$ cat config.mk
export PLATFORM = sky130hd
export DESIGN_NAME = clken_nco_bank
export DESIGN_NICKNAME = d
export VERILOG_FILES = /design/src/rtl/clken_nco_pkg.sv /design/src/rtl/clken_nco_ch.sv /design/src/rtl/clken_nco_bank.sv
export SDC_FILE = /design/constraint.sdc
export NUM_CORES = 1
export LEC_CHECK = 0
export BUFFER_PORTS_ARGS = -buffer_cell sky130_fd_sc_hd__buf_2
export CAP_MARGIN = 0
export CORE_AREA = 10 10 221 433
export DETAILED_ROUTE_END_ITERATION = 16
export DIE_AREA = 0 0 231 443
export GPL_TIMING_DRIVEN = 0
export PLACE_DENSITY_LB_ADDON = 0.2
export SLEW_MARGIN = 0
export SYNTH_ARGS = -nofsm -noshare
export SYNTH_HDL_FRONTEND = slang
export SYNTH_SLANG_ARGS = --single-unit
export TNS_END_PERCENT = 30
$ cat constraint.sdc
create_clock -name refclk -period 29.8 [get_ports refclk]
set_clock_uncertainty 0.1 [all_clocks]
set_input_delay 7.45 -clock refclk [delete_from_list [all_inputs] [get_ports refclk]]
set_output_delay 7.45 -clock refclk [all_outputs]
set_load 0.01 [all_outputs]
$ cat src/rtl/clken_nco_pkg.sv
// Shared helpers and reference increments for the clock-enable NCO bank.
package clken_nco_pkg;

    // Address width for a bank of n channels; a single channel still gets one address bit.
    function automatic int ch_aw(input int n);
        return (n > 1) ? $clog2(n) : 1;
    endfunction

    // Standard PC-XT increments for a 32-bit accumulator.
    // Index 0 is for a 50 MHz refclk, index 1 for a 100 MHz refclk.
    // inc = round(f_out / f_refclk * 2^32)
    localparam logic [31:0] INC_14M318 [2] = '{32'd1229922297, 32'd614961148};
    localparam logic [31:0] INC_4M77   [2] = '{32'd409974099,  32'd204987049};
    localparam logic [31:0] INC_3M579  [2] = '{32'd307480574,  32'd153740287};
    localparam logic [31:0] INC_1M193  [2] = '{32'd102493525,  32'd51246762};

endpackage

$ cat src/rtl/clken_nco_ch.sv
// One NCO channel: phase accumulator, active and pending increments, and the
// wrap-aligned apply logic that keeps the output phase continuous.
module clken_nco_ch
    import clken_nco_pkg::*;
#(
    parameter int               ACC_W   = 32,
    parameter logic [ACC_W-1:0] INC_RST = '0
) (
    input  logic             refclk,
    input  logic             rst,
    input  logic             we,
    input  logic [ACC_W-1:0] data,
    output logic             ce,
    output logic             phase_msb,
    output logic             pending
);

    logic [ACC_W-1:0] acc;
    logic [ACC_W-1:0] inc;
    logic [ACC_W-1:0] pend_inc;
    logic [ACC_W:0]   sum;
    logic             apply;

    // One extra bit holds the carry that marks a wrap of the accumulator.
    assign sum = {1'b0, acc} + {1'b0, inc};

    // Swap increments only on a wrap, or at once when the channel is stopped.
    // A write in the same cycle takes priority and keeps the update pending.
    assign apply = pending && !we && (sum[ACC_W] || (inc == '0));

    // Accumulate every cycle; register carry and MSB as the channel outputs.
    always_ff @(posedge refclk or posedge rst) begin
        if (rst) begin
            acc       <= '0;
            inc       <= INC_RST;
            pend_inc  <= '0;
            pending   <= 1'b0;
            ce        <= 1'b0;
            phase_msb <= 1'b0;
        end else begin
            acc       <= sum[ACC_W-1:0];
            ce        <= sum[ACC_W];
            phase_msb <= sum[ACC_W-1];
            if (we) begin
                pend_inc <= data;
                pending  <= 1'b1;
            end else if (apply) begin
                inc     <= pend_inc;
                pending <= 1'b0;
            end
        end
    end

endmodule

$ cat src/rtl/clken_nco_bank.sv
// Bank of NUM_CH NCO clock-enable generators with a shared config port and a
// locked flag that reports when no increment update is in flight.
module clken_nco_bank
    import clken_nco_pkg::*;
#(
    parameter int                      NUM_CH      = 6,
    parameter int                      ACC_W       = 32,
    parameter int                      LOCK_CYCLES = 16,
    parameter logic [NUM_CH*ACC_W-1:0] INC_INIT    = '0
) (
    input  logic                      refclk,
    input  logic                      rst,
    input  logic                      cfg_we,
    input  logic [ch_aw(NUM_CH)-1:0]  cfg_addr,
    input  logic [ACC_W-1:0]          cfg_data,
    output logic [NUM_CH-1:0]         ce,
    output logic [NUM_CH-1:0]         phase_msb,
    output logic [NUM_CH-1:0]         pending,
    output logic                      locked
);

    localparam int CNT_W = $clog2(LOCK_CYCLES + 1);

    logic              wr_ok;
    logic [NUM_CH-1:0] ch_we;
    logic [CNT_W-1:0]  cnt;
    logic [CNT_W-1:0]  cnt_next;

    // Writes to addresses beyond the last channel are dropped entirely.
    assign wr_ok = cfg_we && (32'(cfg_addr) < 32'(NUM_CH));

    // One-hot write strobe to the addressed channel.
    always_comb begin
        ch_we = '0;
        for (int i = 0; i < NUM_CH; i++) begin
            if (wr_ok && (32'(cfg_addr) == i)) begin
                ch_we[i] = 1'b1;
            end
        end
    end

    for (genvar g = 0; g < NUM_CH; g++) begin : g_ch
        clken_nco_ch #(
            .ACC_W   (ACC_W),
            .INC_RST (INC_INIT[g*ACC_W +: ACC_W])
        ) u_ch (
            .refclk    (refclk),
            .rst       (rst),
            .we        (ch_we[g]),
            .data      (cfg_data),
            .ce        (ce[g]),
            .phase_msb (phase_msb[g]),
            .pending   (pending[g])
        );
    end

    // Quiet-time counter: cleared by any accepted write or outstanding update,
    // otherwise counts up and holds at LOCK_CYCLES.
    always_comb begin
        if (wr_ok || (|pending)) begin
            cnt_next = '0;
        end else if (cnt == CNT_W'(LOCK_CYCLES)) begin
            cnt_next = cnt;
        end else begin
            cnt_next = cnt + CNT_W'(1);
        end
    end

    // locked tracks the counter register so it drops on the edge that accepts a write.
    always_ff @(posedge refclk or posedge rst) begin
        if (rst) begin
            cnt    <= '0;
            locked <= 1'b0;
        end else begin
            cnt    <= cnt_next;
            locked <= (cnt_next == CNT_W'(LOCK_CYCLES));
        end
    end

endmodule
==> results.yml <==
hold_path:
  hold_depth: 1
  holdCritPathClass: "flop to flop"
  holdPathEnd: "g_ch[0].u_ch.acc[0]$_DFF_PP0_"
  min_from: "g_ch[0].u_ch.acc[0]$_DFF_PP0_"
global_route:
  grt_antenna_before_repair: 22
  grt_pass1_wl_mm: 123.9
  grt_pass1_vias: 21382
  gr-usage-all-layers_pct: 15.33
  globalRouteOverflowTotal: 0
  grt_max_degree: 132
cts:
  post_cts_resize_count: 0
  cts_hold_buf: 0
  post_cts_buffers: 0
  clk_transition_reported_paths_ns: 0.06
  cts_buffer_depth: 3
  clock_latency_ns: 0.63
  clockRootBuffer: "clkbuf_16"
  cts_sinks: 594
  cts_tree: "yes"
  h-tree-depth: 2
  cts_made_buffers: 60
sta:
  fin_hold_ws_ns: 0.3691
  drv_slew: 0
  fmax_mhz: 108.3
  rsz0062_at_grt: "no"
  hold_viol_final: 0
  tightest_slew_ns: 0.9970
  min_period_ns: 9.230
  final-setup-viol-count: 0
  slew_headroom_pct: 33.39
  fin_crit_sh_pct: 30.97
pwr:
  p_total_mw: 4.641
  p_int_mw: 2.756
  clkPwrFrac_pct: 17.4
  p_switching_mw: 1.886
  seqPwrFrac_pct: 30.0
  p_comb_share_pct: 52.7
  ir_worst_vdd_v: 0.00006703
  netSwitchingFraction_pct: 40.63
  powerDensity_mw_per_mm2: 133.3
  p_leak_nw: 15.94
layout:
  n_fill_cell: 8777
  final_nets: 3042
  multi_input_area_sq_mm: 0.01522
  syn_to_final_growth_pct: 12.89
  regArea_sq_mm: 0.01486
  drive_gt1_share_pct: 20.58
setup_path:
  r2r_end: "g_ch[2].u_ch.inc[18]$_DFFE_PP0P_"
  setup.worst_path.class: "flop to primary output"
  r2r_setup_slack_ns: 25.87
  r2r-start: "g_ch[2].u_ch.inc[0]$_DFFE_PP0P_"
  worst_setup_path_end_kind: "primary output"
  required_ns: 22.25
  critPathArrivalTime_ns: 1.68
  reg2reg_depth: 11
  critPathMaxFanout: 4
  crit_path_start_kind: "flop"
job:
  cap_violations: 0
synthesis:
  synth_cells: 2681
  synth_commonest_cells: "594 x dfrtp_1, 301 x mux2_2, 205 x nand2_1"
  ys_seq_area_share_pct: 48.18
  netlist_area_sq_mm: 0.03085
  yosysUniqueCellTypes: 90
  syn_avg_cell_area_sq_um: 11.51
  synth-edff-count: 0
  synth-async-reset-ratio_pct: 100.0
  synth_ff_type: "dfrtp_1"
  syn_nets: 2919
  synth_top_cell_area_share_pct: 48.18
  yosys_warnings: 0
  yosys.area.top_type: "dfrtp_1"
  ys_top_cells_by_area: "dfrtp_1 48%, mux2_2 11%, ha_1 7.9%, xnor2_1 3.1%, a21o_1 2.8%"
  synth.most_common_cell: "dfrtp_1"
  synth_seq_cells: 594
placement:
  numPortBuffers: 56
  routabilityCongestion: 0.8610
  dpl.hpwl_mm: 55.77
floorplanning:
  die_w_um: 231
  die_h_um: 443
  io_pins: 57
  initial_utilization_pct: 34.73
  coreArea_sq_mm: 0.08882
  rows: 155
  die_area_sq_mm: 0.1023
route:
  drtAntennaViolNets: 0
  via_per_inst: 5.232
  vias: 21064
  drtPass1Iterations: 5
  routed_wirelength_mm: 79.19
  route.detailed.drc: 0
  routedWlPerCell_um: 19.67
  detail_route.iter0.violations: 1203
run_status:
  status: "finished clean"
## worst max-delay path, stage by stage (launching register included)
cell     delay, ns
dfrtp_1       0.71
buf_4         0.21
buf_2         0.12
## through the flow
stage / setup TNS (ns) / utilization (%) / instance area [sq um] / cells / setup slack (ns)
floorplan: 0 / - / 30850 / 2681 / 5.625
global placement: -891.56 / 36.71 / 32600 / 3914 / -1.566
detailed placement: 0 / 36.87 / 32750 / 3919 / 19.94
CTS: 0 / 39.20 / 34820 / 4025 / 20.55
global route: 0 / 39.21 / 34820 / 4026 / 20.47
finish: 0 / 39.21 / 34820 / 4026 / 20.57
## state kept, by name, indices dropped and copies added, names as in the netlist
signal / cells
g_ch.u_ch.pending: 6
g_ch.u_ch.pend_inc: 192
g_ch.u_ch.acc: 192
g_ch.u_ch.ce: 6
cnt: 5
locked: 1
g_ch.u_ch.inc: 192
## placed cells by master, fill, tap and decap left out, types with 14 or more instances in the layout
| cell | count |
|---|---|
| and3_1 | 19 |
| buf_4 | 24 |
| o21ai_0 | 82 |
| a21oi_1 | 165 |
| nand2b_1 | 22 |
| mux2_1 | 24 |
| dfrtp_1 | 594 |
| inv_1 | 49 |
| a211oi_1 | 24 |
| buf_2 | 66 |
| nand4_1 | 43 |
| or2_2 | 15 |
| and2_1 | 14 |
| mux2_4 | 30 |
| o21a_1 | 28 |
| a31oi_1 | 27 |
| nand3_1 | 44 |
| o211ai_1 | 16 |
| mux2_2 | 301 |
| nor3_1 | 29 |
| clkbuf_1 | 66 |
| xor2_1 | 46 |
| nor2b_1 | 24 |
| nor2_1 | 107 |
| nand2_1 | 205 |
| a21o_1 | 114 |
| nor4_1 | 53 |
| or3_1 | 17 |
| xnor2_1 | 110 |
| ha_1 | 194 |
| clkbuf_16 | 61 |
| o21bai_1 | 33 |
## per-layer routing
| metal | routed length (um) | GRT usage, % |
|---|---|---|
| met4 | 2130 | 4.452 |
| met2 | 37940 | 25.35 |
| met3 | 2815 | 2.356 |
| met1 | 36270 | 20.33 |
| met5 | 42 | 0 |
## worst max path at each step
stage                                startpoint                                    end  slack, ns  cells after the start
2_1_floorplan                               rst                       cnt[0]$_DFF_PP0_       5.63                      1
3_3_place_gp                                rst         g_ch[0].u_ch.acc[14]$_DFF_PP0_      -1.57                      2
3_5_place_dp                             cfg_we  g_ch[0].u_ch.pend_inc[12]$_DFFE_PP0P_      19.94                      5
4_1_cts        g_ch[2].u_ch.pending$_DFFE_PP0P_                             pending[2]      20.55                      2
5_1_grt                                  cfg_we  g_ch[0].u_ch.pend_inc[25]$_DFFE_PP0P_      20.47                      5
6_report       g_ch[2].u_ch.pending$_DFFE_PP0P_                             pending[2]      20.57                      2
## logic make-up (layout without fill, tap and decap cells)
group | Yosys count | in the layout | synth area share, %
buffers and inverters | 153 | 320 | 2.478
muxes | 362 | 362 | 13.55
DFF | 594 | 594 | 48.18
and+or+nand+nor | 614 | 614 | 9.762
adders and majority gates | 200 | 200 | 8.258
other | 0 | 1 | 0
AOI/OAI and AO/OA | 602 | 602 | 13.34
xor gates and xnor gates | 156 | 156 | 4.429
## power groups by stage
stage	sequential [mW]	clock (mW)	combinational (mW)
after floorplan	1.31	0	1.98
after global placement	1.41	0	2.39
after detailed placement	1.41	0	2.43
after CTS	1.40	0.829	2.45
after global routing	1.43	0.861	2.75
final	1.39	0.806	2.44
## area by class of cell
class / count / share of cell area (%)
diodes: 1 / 0.007186
plain buffers: 103 / 1.656
clock buffers: 78 / 4.883
clock inverters: 28 / 1.074
inverters: 50 / 0.5605
multi-input cells: 1934 / 43.71
flip-flops and latches: 594 / 42.68
well taps: 1177 / 4.229
repair buffers: 61 / 1.200
(Power assumes the default switching activity.)
